**src/rtl/alu_display_sequencer_if.sv**
```systemverilog
// -----------------------------------------------------------------------------
// alu_display_sequencer_if
// Bundles the result handshake and the LED-mux feed of alu_display_sequencer.
//   ResultIn       [WIDTH] ALU function result
//   OverflowFlagIn [1]     ALU overflow flag for ResultIn
//   ResultValid    [1]     ResultIn/OverflowFlagIn valid this cycle
//   Ready          [1]     sequencer can accept a result
//   FuncOut        [WIDTH] registered result, feeds mux FuncIn
//   OverflowOut    [WIDTH] registered overflow pattern, feeds mux OverflowIn
//   Sel            [3]     mux select: 000 = function view, 001 = overflow view
//   Busy           [1]     display sequence in progress
//   Done           [1]     one-cycle pulse when a sequence completes
// Modports: master = result producer / mux side, slave = the sequencer.
// -----------------------------------------------------------------------------
interface alu_display_sequencer_if #(
  parameter int WIDTH = 4
);
  logic [WIDTH-1:0] ResultIn;
  logic             OverflowFlagIn;
  logic             ResultValid;
  logic             Ready;
  logic [WIDTH-1:0] FuncOut;
  logic [WIDTH-1:0] OverflowOut;
  logic [2:0]       Sel;
  logic             Busy;
  logic             Done;

  modport master (
    output ResultIn, OverflowFlagIn, ResultValid,
    input  Ready, FuncOut, OverflowOut, Sel, Busy, Done
  );

  modport slave (
    input  ResultIn, OverflowFlagIn, ResultValid,
    output Ready, FuncOut, OverflowOut, Sel, Busy, Done
  );
endinterface

```
**src/rtl/alu_display_sequencer.sv**
```systemverilog
// -----------------------------------------------------------------------------
// alu_display_sequencer
// Captures one ALU result plus overflow flag on a valid/ready handshake, then
// alternates the LED mux between the function view and the overflow view for
// ROUNDS pairs, each view held HOLD_CYCLES clocks, then pulses Done.
// Ports:
//   Clk    system clock, rising edge
//   Rst_n  asynchronous active-low reset
//   bus    alu_display_sequencer_if.slave (handshake in, mux feed out)
// Parameters: WIDTH (data width), HOLD_CYCLES (>= 1), ROUNDS (>= 1).
// Optional feature macro: ALU_DISPLAY_RESTART_EN -- when defined, a new result
// during a display sequence restarts it (Ready stays high outside FINISH).
// All outputs are registered.
// -----------------------------------------------------------------------------
module alu_display_sequencer #(
  parameter int WIDTH       = 4,
  parameter int HOLD_CYCLES = 25000000,
  parameter int ROUNDS      = 3
) (
  input logic                   Clk,
  input logic                   Rst_n,
  alu_display_sequencer_if.slave bus
);

  localparam int TW = $clog2(HOLD_CYCLES + 1);
  localparam int RW = $clog2(ROUNDS + 1);
  localparam logic [TW-1:0] TIMER_LAST = TW'(HOLD_CYCLES - 1);
  localparam logic [RW-1:0] ROUND_LAST = RW'(ROUNDS - 1);

  typedef enum logic [1:0] {
    IDLE      = 2'd0,
    SHOW_FUNC = 2'd1,
    SHOW_OVF  = 2'd2,
    FINISH    = 2'd3
  } state_e;

  state_e           state_q, state_d;
  logic [TW-1:0]    timer_q, timer_d;
  logic [RW-1:0]    round_q, round_d;
  logic [WIDTH-1:0] func_q, func_d;
  logic [WIDTH-1:0] ovf_q, ovf_d;
  logic             ready_q, ready_d;
  logic             busy_q, busy_d;
  logic             done_q, done_d;
  logic [2:0]       sel_q, sel_d;

  logic capture;
  logic timer_last;

  assign capture    = bus.ResultValid && ready_q;
  assign timer_last = (timer_q == TIMER_LAST);

  // NOTE: every signal written here gets a default first, so no path leaves
  // one unassigned and no latch is inferred.
  always_comb begin
    state_d = state_q;
    timer_d = timer_q;
    round_d = round_q;
    func_d  = func_q;
    ovf_d   = ovf_q;

    unique case (state_q)
      IDLE: begin
        if (capture) begin
          func_d  = bus.ResultIn;
          ovf_d   = {WIDTH{bus.OverflowFlagIn}};
          timer_d = '0;
          round_d = '0;
          state_d = SHOW_FUNC;
        end
      end
      SHOW_FUNC: begin
        if (timer_last) begin
          timer_d = '0;
          state_d = SHOW_OVF;
        end else begin
          timer_d = timer_q + TW'(1);
        end
      end
      SHOW_OVF: begin
        if (timer_last) begin
          timer_d = '0;
          if (round_q == ROUND_LAST) begin
            state_d = FINISH;
          end else begin
            round_d = round_q + RW'(1);
            state_d = SHOW_FUNC;
          end
        end else begin
          timer_d = timer_q + TW'(1);
        end
      end
      FINISH: begin
        timer_d = '0;
        round_d = '0;
        state_d = IDLE;
      end
      default: state_d = IDLE;
    endcase

`ifdef ALU_DISPLAY_RESTART_EN
    // A fresh result aborts the running sequence; the aborted one never
    // reaches FINISH, so it produces no Done pulse.
    if (capture && (state_q == SHOW_FUNC || state_q == SHOW_OVF)) begin
      func_d  = bus.ResultIn;
      ovf_d   = {WIDTH{bus.OverflowFlagIn}};
      timer_d = '0;
      round_d = '0;
      state_d = SHOW_FUNC;
    end
`endif
  end

  // Status outputs are decoded from the next state so they are registered yet
  // line up with the state they describe.
  always_comb begin
`ifdef ALU_DISPLAY_RESTART_EN
    ready_d = (state_d != FINISH);
`else
    ready_d = (state_d == IDLE);
`endif
    busy_d  = (state_d == SHOW_FUNC) || (state_d == SHOW_OVF);
    done_d  = (state_d == FINISH);
    sel_d   = (state_d == SHOW_OVF) ? 3'b001 : 3'b000;
  end

  // NOTE: sequential state uses non-blocking assignments so every register
  // samples its next value from the same pre-edge snapshot.
  always_ff @(posedge Clk or negedge Rst_n) begin
    if (!Rst_n) begin
      state_q <= IDLE;
      timer_q <= '0;
      round_q <= '0;
      func_q  <= '0;
      ovf_q   <= '0;
      ready_q <= 1'b1;
      busy_q  <= 1'b0;
      done_q  <= 1'b0;
      sel_q   <= 3'b000;
    end else begin
      state_q <= state_d;
      timer_q <= timer_d;
      round_q <= round_d;
      func_q  <= func_d;
      ovf_q   <= ovf_d;
      ready_q <= ready_d;
      busy_q  <= busy_d;
      done_q  <= done_d;
      sel_q   <= sel_d;
    end
  end

  assign bus.Ready       = ready_q;
  assign bus.Busy        = busy_q;
  assign bus.Done        = done_q;
  assign bus.Sel         = sel_q;
  assign bus.FuncOut     = func_q;
  assign bus.OverflowOut = ovf_q;

endmodule

```
**src/flat_wrapper.sv**
```systemverilog
// flat-port wrapper written by rule: the top's interface ports become plain ports
module alu_display_sequencer_flat 
#(
  parameter int WIDTH       = 4,
  parameter int HOLD_CYCLES = 25000000,
  parameter int ROUNDS      = 3
)
  (Clk, Rst_n, bus_ResultIn, bus_OverflowFlagIn, bus_ResultValid, bus_Ready, bus_FuncOut, bus_OverflowOut, bus_Sel, bus_Busy, bus_Done);
  alu_display_sequencer_if #(.WIDTH(WIDTH)) bus_i ();
  input logic Clk;
  input logic Rst_n;
  input wire logic [$bits(bus_i.ResultIn)-1:0] bus_ResultIn;
  input wire logic [$bits(bus_i.OverflowFlagIn)-1:0] bus_OverflowFlagIn;
  input wire logic [$bits(bus_i.ResultValid)-1:0] bus_ResultValid;
  output wire logic [$bits(bus_i.Ready)-1:0] bus_Ready;
  output wire logic [$bits(bus_i.FuncOut)-1:0] bus_FuncOut;
  output wire logic [$bits(bus_i.OverflowOut)-1:0] bus_OverflowOut;
  output wire logic [$bits(bus_i.Sel)-1:0] bus_Sel;
  output wire logic [$bits(bus_i.Busy)-1:0] bus_Busy;
  output wire logic [$bits(bus_i.Done)-1:0] bus_Done;
  assign bus_i.ResultIn = bus_ResultIn;
  assign bus_i.OverflowFlagIn = bus_OverflowFlagIn;
  assign bus_i.ResultValid = bus_ResultValid;
  assign bus_Ready = bus_i.Ready;
  assign bus_FuncOut = bus_i.FuncOut;
  assign bus_OverflowOut = bus_i.OverflowOut;
  assign bus_Sel = bus_i.Sel;
  assign bus_Busy = bus_i.Busy;
  assign bus_Done = bus_i.Done;
  alu_display_sequencer #(.WIDTH(WIDTH), .HOLD_CYCLES(HOLD_CYCLES), .ROUNDS(ROUNDS)) u_core (.Clk(Clk), .Rst_n(Rst_n), .bus(bus_i));
endmodule
```
**config.mk**
```make
export PLATFORM = sky130hd
export DESIGN_NAME = alu_display_sequencer_flat
export DESIGN_NICKNAME = d
export VERILOG_FILES = /design/src/rtl/alu_display_sequencer_if.sv /design/src/rtl/alu_display_sequencer.sv /design/src/flat_wrapper.sv
export SDC_FILE = /design/constraint.sdc
export NUM_CORES = 1
export LEC_CHECK = 0
export CORE_MARGIN = 2
export CORE_UTILIZATION = 53
export CTS_BUF_LIST = sky130_fd_sc_hd__clkbuf_8
export CTS_CLUSTER_SIZE = 8
export DETAILED_ROUTE_END_ITERATION = 10
export GPL_TIMING_DRIVEN = 0
export HOLD_SLACK_MARGIN = 0.15
export PLACE_DENSITY = 0.76
export SLEW_MARGIN = 20
export SYNTH_ARGS = -nofsm -noshare
export SYNTH_HDL_FRONTEND = slang
export SYNTH_SLANG_ARGS = --single-unit
```
**constraint.sdc**
```tcl
create_clock -name Clk -period 2.6 [get_ports Clk]
set_input_delay 0.39 -clock Clk [delete_from_list [all_inputs] [get_ports Clk]]
set_output_delay 0.39 -clock Clk [all_outputs]
set_load 0.01 [all_outputs]
```
==> impl_metrics.csv, run 1 <==
group,metric,value,unit
run_status,status,"completed",
cells_and_area,antenna_cells,0,
clocking,post_cts_buffers,0,
floorplanning,die_w,68.2,microns
synthesis,synthCells,211,
synthesis,ys_types,45,
synthesis,synth.area.top_cells,"dfrtp_1, ha_1, xor2_1",
placed_design,place_hpwl,2.87,mm
grt,grt_pass1_vias,1526,
timing,setup-tns-final,0,ns
clocking,clock_latency,0.30,ns
timing,period_share,0.859,
clocking,cts-root-buf,"clkbuf_8",
pwr,leakage,1.16,nW
drt,drtIter0Drc,123,
synthesis,yosysWarnings,0,
synthesis,syn_area,2190,sq um
setup_path,worstSetupPathType,"flip-flop to flip-flop",
grt,grt_max_degree,24,
pwr,peakVddDrop,0.396,mV
timing,hold_viol_final,0,
synthesis,synth_edf_count,0,
timing,fin_skew,0.00476,ns
drt,drt-total-wl,4.19,mm
cells_and_area,fin_area,2570,sq um
timing,finalCriticalPeriod,2.23,ns
floorplanning,num_rows,23,
pwr,power_density,761,nW/um^2
placed_design,gp_congestion,0.835,
clocking,cts-buffers-inserted,5,
synthesis,ys_seq_elements,38,
clocking,clockBufferDepth,2,
setup_path,arrival,2.42,ns
synthesis,ys_seq_area_frac,0.435,
timing,rsz0062_at_grt,"false",
clocking,clkSinkCount,38,
cells_and_area,syn_to_final_growth,17.4,%
cells_and_area,layout-drive-gt1-share,0.174,
drt,drc,0,
drt,wl_per_cell,14.4,microns
placed_design,port-buffer-count,19,
grt,antenna_found_initial,0,
timing,worstMarginPinSlew,0.496,ns
setup_path,crit_required,2.78,ns
clocking,cts_hold_buffers,1,
drt,drt_pass1_iterations,4,
drt,vias_per_cell,5.54,
setup_path,crit_path_end_kind,"flip-flop",
grt,grt_pass1_wl,7.11,mm
timing,drv_slew,0,
clocking,htreeDepth,2,
placed_design,placed_area,2470,sq um
floorplanning,coreArea,4000,sq um
grt,grt_overflow,0,
setup_path,worstSetupStartpointType,"flip-flop",
timing,max_slew_margin,0.667,
grt,track_usage,0.210,
floorplanning,boundaryPins,22,
synthesis,synth_top_area_frac,0.423,
cells_and_area,layout.nets,257,
floorplanning,start_util,0.547,
min_path,hp-class,"flip-flop to flip-flop",
setup_path,path_max_fanout,6,
timing,clock.fmax,0.448,GHz
setup_path,rrSetupSlack,0.37,ns
flow_run,cap_violations,0,
clocking,clk_pin_slew_worst_paths,0.07,ns
timing,setup_violations,0,
clocking,cts_tree,"yes",
clocking,ctsResizeCount,0,
synthesis,async_reset_ff_frac,1.00,
synthesis,synth_top_cells_by_count,"dfrtp_1, nor2_1, nand2_1",
synthesis,synthFlopType,"dfrtp_1",
floorplanning,dieArea,4660,sq um
drt,ant_nets,0,
synthesis,yosysMostFrequentCell,"dfrtp_1",
synthesis,yosysTopAreaCell,"dfrtp_1",
synthesis,syn_avg_cell_area,10.4,sq um
drt,vias,1613,
floorplanning,die_y,68.2,microns
## critical path, cell delays in order (launching register included)
cell     delay (ns)
dfrtp_1        0.40
ha_1           0.22
and3_2         0.28
nand2_4        0.11
nor4_4         0.41
nor2b_2        0.10
o32a_1         0.32
ha_1           0.28
## layer usage
metal / part of all wire / track usage / vias up / wire length, microns
met1: 0.49 / 0.287 / 778 / 2040
met2: 0.46 / 0.309 / 22 / 1920
li1: - / - / 801 / -
met5: 0 / 0 / - / 0
met4: 0.029 / 0.120 / 0 / 122
met3: 0.025 / 0.0411 / 12 / 104
## flip-flops by register name, summed over array words and instances (netlist names)
| signal | count |
|---|---|
| u_core.timer_q | 25 |
| u_core.bus.FuncOut | 4 |
| u_core.round_q | 2 |
| u_core.state_q | 2 |
| u_core.bus.Busy | 1 |
| u_core.bus.Done | 1 |
| u_core.bus.OverflowOut | 1 |
| u_core.bus.Ready | 1 |
| u_core.bus.Sel | 1 |
## stage by stage
stage	hold slack [ns]	setup WS, ns	power [mW]	utilization	std cells
global route	0.526	0.237	2.10	0.642	291
CTS	0.511	0.360	1.97	0.642	291
global placement	0.488	0.207	1.53	0.611	281
floorplan	0.0944	0.595	1.25	-	212
detailed placement	0.346	0.250	1.54	0.617	282
finish	0.506	0.367	1.95	0.642	291
## cell type report
| class | count | area [sq um] |
|---|---|---|
| clock inverters | 2 | 8.76 |
| multi-input cells | 156 | 1140 |
| inverters | 9 | 33.8 |
| repair buffers | 21 | 223 |
| well taps | 50 | 62.6 |
| fillers | 313 | 1430 |
| plain buffers | 9 | 62.6 |
| flip-flops and latches | 38 | 952 |
| clock buffers | 6 | 82.6 |
## cell families after synthesis
family                     count (synthesis)  share of synthesized area
and+or+nand+nor                           97                      0.291
buffers and inverters                     18                     0.0440
other                                      1                    0.00171
AOI/OAI and AO/OA                         29                     0.0950
muxes                                      5                     0.0257
xor gates and xnor gates                  14                     0.0561
DFF                                       38                      0.435
adders and majority gates                  9                     0.0515
## cell usage in the layout (no fill, tap or decap), drive strengths merged, types with 3 or more instances in the layout
cell type | netlist | layout
nand4 | 7 | 7
ha | 9 | 9
or3 | 7 | 7
buf | 8 | 10
nor3b | 3 | 3
a21oi | 6 | 6
xor2 | 12 | 12
nand2 | 17 | 17
nor4 | 5 | 5
nor2 | 25 | 25
nand3 | 15 | 15
o31ai | 3 | 3
mux2 | 5 | 5
clkdlybuf4s50 | 0 | 18
and3 | 6 | 6
o21ai | 11 | 11
dfrtp | 37 | 37
clkbuf | 1 | 7
inv | 9 | 10
## path summary, 6_finish.rpt
check / start / end / cells after the start
setup reg to reg: u_core.timer_q[0] / u_core.bus.Busy / 7
max in group asynchronous: Rst_n / u_core.timer_q[8] / 3
min in group asynchronous: Rst_n / u_core.timer_q[21] / 2
setup / recovery: u_core.timer_q[0] / u_core.bus.Busy / 7
hold / removal: u_core.bus.FuncOut[3] / u_core.bus.FuncOut[3] / 1
hold reg to reg: u_core.bus.FuncOut[3] / u_core.bus.FuncOut[3] / 1
## where the power goes
part	leakage [nW]	internal (mW)	switching, mW
registers	0.511	0.682	0.0588
logic	0.598	0.378	0.412
clock network	0.0524	0.210	0.214
Power figures use the tool's default switching activity.
==> run 2, diff against run 1 <==
--- a/config.mk
+++ b/config.mk
@@ -12,8 +12,7 @@
 export DETAILED_ROUTE_END_ITERATION = 10
 export GPL_TIMING_DRIVEN = 0
 export HOLD_SLACK_MARGIN = 0.15
-export PLACE_DENSITY = 0.76
-export SLEW_MARGIN = 20
+export PLACE_DENSITY = 0.75
 export SYNTH_ARGS = -nofsm -noshare
 export SYNTH_HDL_FRONTEND = slang
 export SYNTH_SLANG_ARGS = --single-unit
==> run 2 against run 1 <==
  * Combinational power down 0.8%
  * First-iteration DRC count up 8.1%
  * Sequential cell count unchanged
  * Sequential power about the same
  * Final cell count down 0.69%
  * Critical path type unchanged
  * Critical endpoint unchanged
  * Largest power group unchanged
==> impl_metrics.csv, run 2 (synthesis results as in run 1) <==
group,metric,value,unit
run_status,status,"completed",
pwr,seq_power_share,0.384,
timing,period_share,0.834,
cells_and_area,antenna_cells,0,
setup_path,worstSetupPathType,"flip-flop to flip-flop",
pwr,swShare,0.345,
timing,fin_skew,0.00985,ns
floorplanning,boundaryPins,22,
setup_path,path_max_fanout,6,
grt,antenna_found_initial,0,
setup_path,rrSetupSlack,0.43,ns
timing,setup_violations,0,
timing,hold_viol_final,0,
grt,track_usage,0.202,
pwr,leakage,1.15,nW
clocking,clkSinkCount,38,
setup_path,worstSetupStartpointType,"flip-flop",
clocking,post_cts_buffers,0,
drt,wl_per_cell,13.5,microns
cells_and_area,largest_reg_flops,25,
cells_and_area,layout_commonest_cell,"dfrtp_1",
clocking,htreeDepth,2,
grt,grt_pass1_vias,1484,
timing,rsz0062_at_grt,"false",
floorplanning,num_rows,23,
clocking,clk_pin_slew_worst_paths,0.08,ns
pwr,power_switching,0.667,mW
timing,max_slew_margin,0.452,
drt,drt-total-wl,3.92,mm
timing,worstMarginPinSlew,0.822,ns
floorplanning,die_y,68.2,microns
clocking,ctsResizeCount,0,
pwr,internal-power,1.26,mW
clocking,cts-buffers-inserted,5,
timing,setup-tns-final,0,ns
floorplanning,coreArea,4000,sq um
setup_path,arrival,2.34,ns
setup_path,crit_path_end_kind,"flip-flop",
floorplanning,dieArea,4660,sq um
cells_and_area,largest_register,"u_core.timer_q",
clocking,cts-root-buf,"clkbuf_8",
drt,ant_nets,0,
drt,vias_per_cell,5.37,
pwr,clkPwrFrac,0.210,
clocking,cts_tree,"yes",
timing,finalCriticalPeriod,2.17,ns
pwr,peakVddDrop,0.451,mV
pwr,power_density,763,nW/um^2
placed_design,gp_congestion,0.845,
placed_design,port-buffer-count,19,
cells_and_area,syn_to_final_growth,15.6,%
pwr,power,1.93,mW
clocking,clock_latency,0.29,ns
floorplanning,die_w,68.2,microns
cells_and_area,layout.nets,255,
floorplanning,start_util,0.547,
placed_design,place_hpwl,2.79,mm
clocking,clockBufferDepth,2,
timing,drv_slew,0,
timing,clock.fmax,0.461,GHz
drt,drtIter0Drc,133,
drt,drt_pass1_iterations,4,
min_path,hp-class,"primary input to asynchronous set/reset pin",
clocking,cts_hold_buffers,0,
grt,grt_pass1_wl,6.92,mm
drt,vias,1553,
grt,grt_max_degree,39,
pwr,power_frac_comb,0.406,
grt,grt_overflow,0,
setup_path,crit_required,2.77,ns
flow_run,cap_violations,0,
drt,drc,0,
cells_and_area,final_cell_mix,"dfrtp_1, nor2_1, clkdlybuf4s50_1",
cells_and_area,layout-drive-gt1-share,0.167,
[run 2: changes by cell type in the layout (fill, tap and decap cells not counted), sizes merged]
| cell | change |
|---|---|
| buf | -1 |
| clkinv | -1 |
| dlygate4sd3 | -1 |
| inv | +1 |
[run 2: critical path, cell delays in order, from the launching register on]
cell     delay (ns)
dfrtp_1        0.39
ha_1           0.22
and3_2         0.26
nand2_4        0.10
nor4_4         0.39
nor2b_2        0.10
o32a_1         0.32
ha_1           0.27
[run 2: cell type report]
type / instances / area (sq um)
fill: 328 / 1470
multi-input combinational: 156 / 1140
sequential: 38 / 952
timing repair buffer: 19 / 185
clock buffer: 6 / 82.6
buffer: 9 / 62.6
tap: 50 / 62.6
inverter: 9 / 33.8
clock inverter: 2 / 7.51
[run 2: final timing paths]
path                                  startpoint                     to  depth (start not counted)
setup / recovery               u_core.timer_q[0]        u_core.bus.Busy                          7
hold / removal                             Rst_n     u_core.timer_q[15]                          1
setup reg to reg               u_core.timer_q[0]        u_core.bus.Busy                          7
hold reg to reg            u_core.bus.FuncOut[0]  u_core.bus.FuncOut[0]                          1
max in group asynchronous                  Rst_n        u_core.bus.Done                          1
min in group Clk           u_core.bus.FuncOut[0]  u_core.bus.FuncOut[0]                          1
[run 2: through the flow]
step	utilization	area [sq um]	hold slack [ns]	setup slack [ns]	cells
after floorplan	-	2190	0.0944	0.595	212
after global placement	0.611	2440	0.486	0.221	281
after detailed placement	0.610	2440	0.494	0.261	281
after CTS	0.632	2530	0.230	0.412	289
after global routing	0.632	2530	0.270	0.280	289
final	0.632	2530	0.183	0.432	289
[run 2: metal layers]
metal  global-route usage  wire, microns  part of all wire  up-vias
met5                    0              0                 0        -
met4               0.0700             58             0.015        0
li1                     -              -                 -      792
met2                0.300           1820              0.47       24
met1                0.286           1920              0.49      731
met3               0.0510            113             0.029        6
[run 2: power by group through the flow]
stage / Sequential [mW] / Combinational (mW) / Clock, mW
floorplan: 0.772 / 0.475 / 0
global placement: 0.749 / 0.778 / 0
detailed placement: 0.753 / 0.791 / 0
CTS: 0.742 / 0.794 / 0.418
global route: 0.755 / 0.884 / 0.441
finish: 0.741 / 0.784 / 0.406
==> run 3, diff against run 2 <==
==> constraint.sdc (replaced) <==
create_clock -name Clk -period 2.3 [get_ports Clk]
set_input_delay 0.345 -clock Clk [delete_from_list [all_inputs] [get_ports Clk]]
set_output_delay 0.345 -clock Clk [all_outputs]
set_load 0.01 [all_outputs]
==> run 3 against run 2 <==
  * Fmax down 1.3%
  * Power up 13%
  * Critical path depth unchanged
  * Global-route usage unchanged
  * Critical path type unchanged
  * Critical endpoint unchanged
==> impl_metrics.csv, run 3 (synthesis results as in run 1) <==
group,metric,value,unit
drt,wl_per_cell,13.5,microns
drt,drt-total-wl,3.92,mm
floorplanning,num_rows,23,
setup_path,rr_worst_depth,7,
grt,grt_pass1_wl,6.92,mm
setup_path,crit_path_end_kind,"flip-flop",
timing,rsz0062_at_grt,"false",
min_path,hp-class,"primary input to asynchronous set/reset pin",
cells_and_area,instances_no_fill,290,
grt,grtUsageMet2,0.300,
setup_path,worstSetupPathType,"flip-flop to flip-flop",
cells_and_area,layout.nets,256,
clocking,clk_pin_slew_worst_paths,0.08,ns
clocking,clockBufferDepth,2,
drt,drtIter0Drc,133,
setup_path,arrival,2.36,ns
grt,grt_use_met1,0.286,
timing,max_slew_margin,0.454,
setup_path,path_cells,"nor4b_4 -> nand4_4 -> nor4_4 -> buf_4 -> nor2b_2 -> o32a_1 -> ha_1",
timing,worstMarginPinSlew,0.819,ns
pwr,leakage,1.15,nW
timing,drv_slew,0,
clocking,cts_hold_buffers,0,
grt,antenna_found_initial,0,
pwr,power_density,859,nW/um^2
clocking,clkSinkCount,38,
floorplanning,coreArea,4000,sq um
drt,vias_per_cell,5.39,
floorplanning,boundaryPins,22,
setup_path,critPathSlowestCell,"dfrtp_2",
cells_and_area,largest_register,"u_core.timer_q",
grt,grt_pass1_vias,1484,
drt,ant_nets,0,
clocking,htreeDepth,2,
placed_design,port-buffer-count,19,
cells_and_area,fin_area,2540,sq um
timing,clock.fmax,0.455,GHz
placed_design,place_hpwl,2.79,mm
setup_path,crit_required,2.47,ns
timing,hold_viol_final,0,
floorplanning,start_util,0.547,
cells_and_area,final_cell_mix,"dfrtp_1, nor2_1, clkdlybuf4s50_1",
clocking,cts-buffers-inserted,5,
grt,track_usage,0.202,
pwr,peakVddDrop,0.511,mV
grt,busiest_layer,"met2",
drt,drt_pass1_iterations,4,
clocking,cts_tree,"yes",
placed_design,gp_congestion,0.845,
drt,vias,1563,
clocking,clock_latency,0.29,ns
cells_and_area,largest_reg_flops,25,
setup_path,worstSetupStartpointType,"flip-flop",
setup_path,rr_startpoint,"u_core.timer_q[6]",
cells_and_area,layout_commonest_cell,"dfrtp_1",
flow_run,cap_violations,0,
drt,drc,0,
floorplanning,dieArea,4660,sq um
clocking,cts-root-buf,"clkbuf_8",
setup_path,rrSetupSlack,0.10,ns
timing,finalCriticalPeriod,2.20,ns
timing,setup_violations,0,
cells_and_area,layout-drive-gt1-share,0.175,
timing,fin_skew,0.00809,ns
cells_and_area,syn_to_final_growth,16.0,%
setup_path,cp_slowest_stage_delay,0.47,ns
floorplanning,die_y,68.2,microns
floorplanning,die_w,68.2,microns
cells_and_area,antenna_cells,0,
timing,period_share,0.955,
grt,grt_overflow,0,
grt,grt_max_degree,39,
setup_path,r2r-end,"u_core.bus.Busy",
run_status,status,"completed",
grt,grt_use_met3,0.0510,
setup_path,path_max_fanout,7,
placed_design,post-place-cells,281,
placed_design,placed_area,2440,sq um
-- run 3: cell count changes in the layout (fill, tap and decap cells not counted) --
| cell | change |
|---|---|
| a21boi_1 | +1 |
| dfrtp_2 | +1 |
| a21boi_0 | -1 |
| buf_4 | +1 |
| dfrtp_1 | -1 |
-- run 3: per-layer routing --
metal	vias up	wire, microns
met2	27	1820
li1	795	-
met3	4	123
met5	-	0
met1	737	1930
met4	0	44
-- run 3: worst max-delay path by stage --
stage / start / end / slack [ns] / depth (start not counted)
floorplan: u_core.timer_q[0] / u_core.bus.Busy / 0.29 / 7
global placement: Rst_n / u_core.bus.FuncOut[0] / -0.03 / 1
detailed placement: bus_ResultValid / u_core.round_q[0] / 0.006 / 6
CTS: u_core.timer_q[0] / u_core.bus.Busy / 0.11 / 7
global route: u_core.timer_q[6] / u_core.bus.Busy / 0.02 / 7
finish: u_core.timer_q[6] / u_core.bus.Busy / 0.10 / 7
-- run 3: area by class of cell --
type                    instances  area (sq um)
clock inverters                 2          7.51
inverters                       9          33.8
repair buffers                 20           193
well taps                      50          62.6
fillers                       330          1460
clock buffers                   6          82.6
multi-input cells             156          1140
plain buffers                   9          62.6
flip-flops and latches         38           953
-- run 3: per-stage QoR --
| step | hold WS [ns] | total power [mW] | worst slack (ns) | utilization | setup TNS, ns |
|---|---|---|---|---|---|
| detailed placement | 0.494 | 1.75 | 0.00582 | 0.610 | 0 |
| global route | 0.225 | 2.36 | 0.0225 | 0.634 | 0 |
| floorplan | 0.0494 | 1.41 | 0.295 | - | 0 |
| CTS | 0.185 | 2.21 | 0.112 | 0.632 | 0 |
| global placement | 0.486 | 1.73 | -0.0342 | 0.611 | -1.22 |
| finish | 0.141 | 2.18 | 0.104 | 0.634 | 0 |
-- run 3: timing repair --
item                       in CTS  in global routing
gates resized for setup         0                  2
setup endpoints to repair       0                  2
setup buffers                   0                  1
hold endpoints to repair        0                  0
-- run 3: worst max-delay path: cells and delay by family, from the launching register on --
kind | cells | cell delay (ns)
AOI/OAI and AO/OA | 1 | 0.31
adders and majority gates | 1 | 0.28
buffers and inverters | 1 | 0.17
DFF | 1 | 0.47
and+or+nand+nor | 4 | 0.86
-- run 3: report_power, final --
part	leakage (nW)	switching, mW	internal (mW)
logic	0.588	0.463	0.424
clock network	0.0538	0.220	0.235
registers	0.509	0.0670	0.771
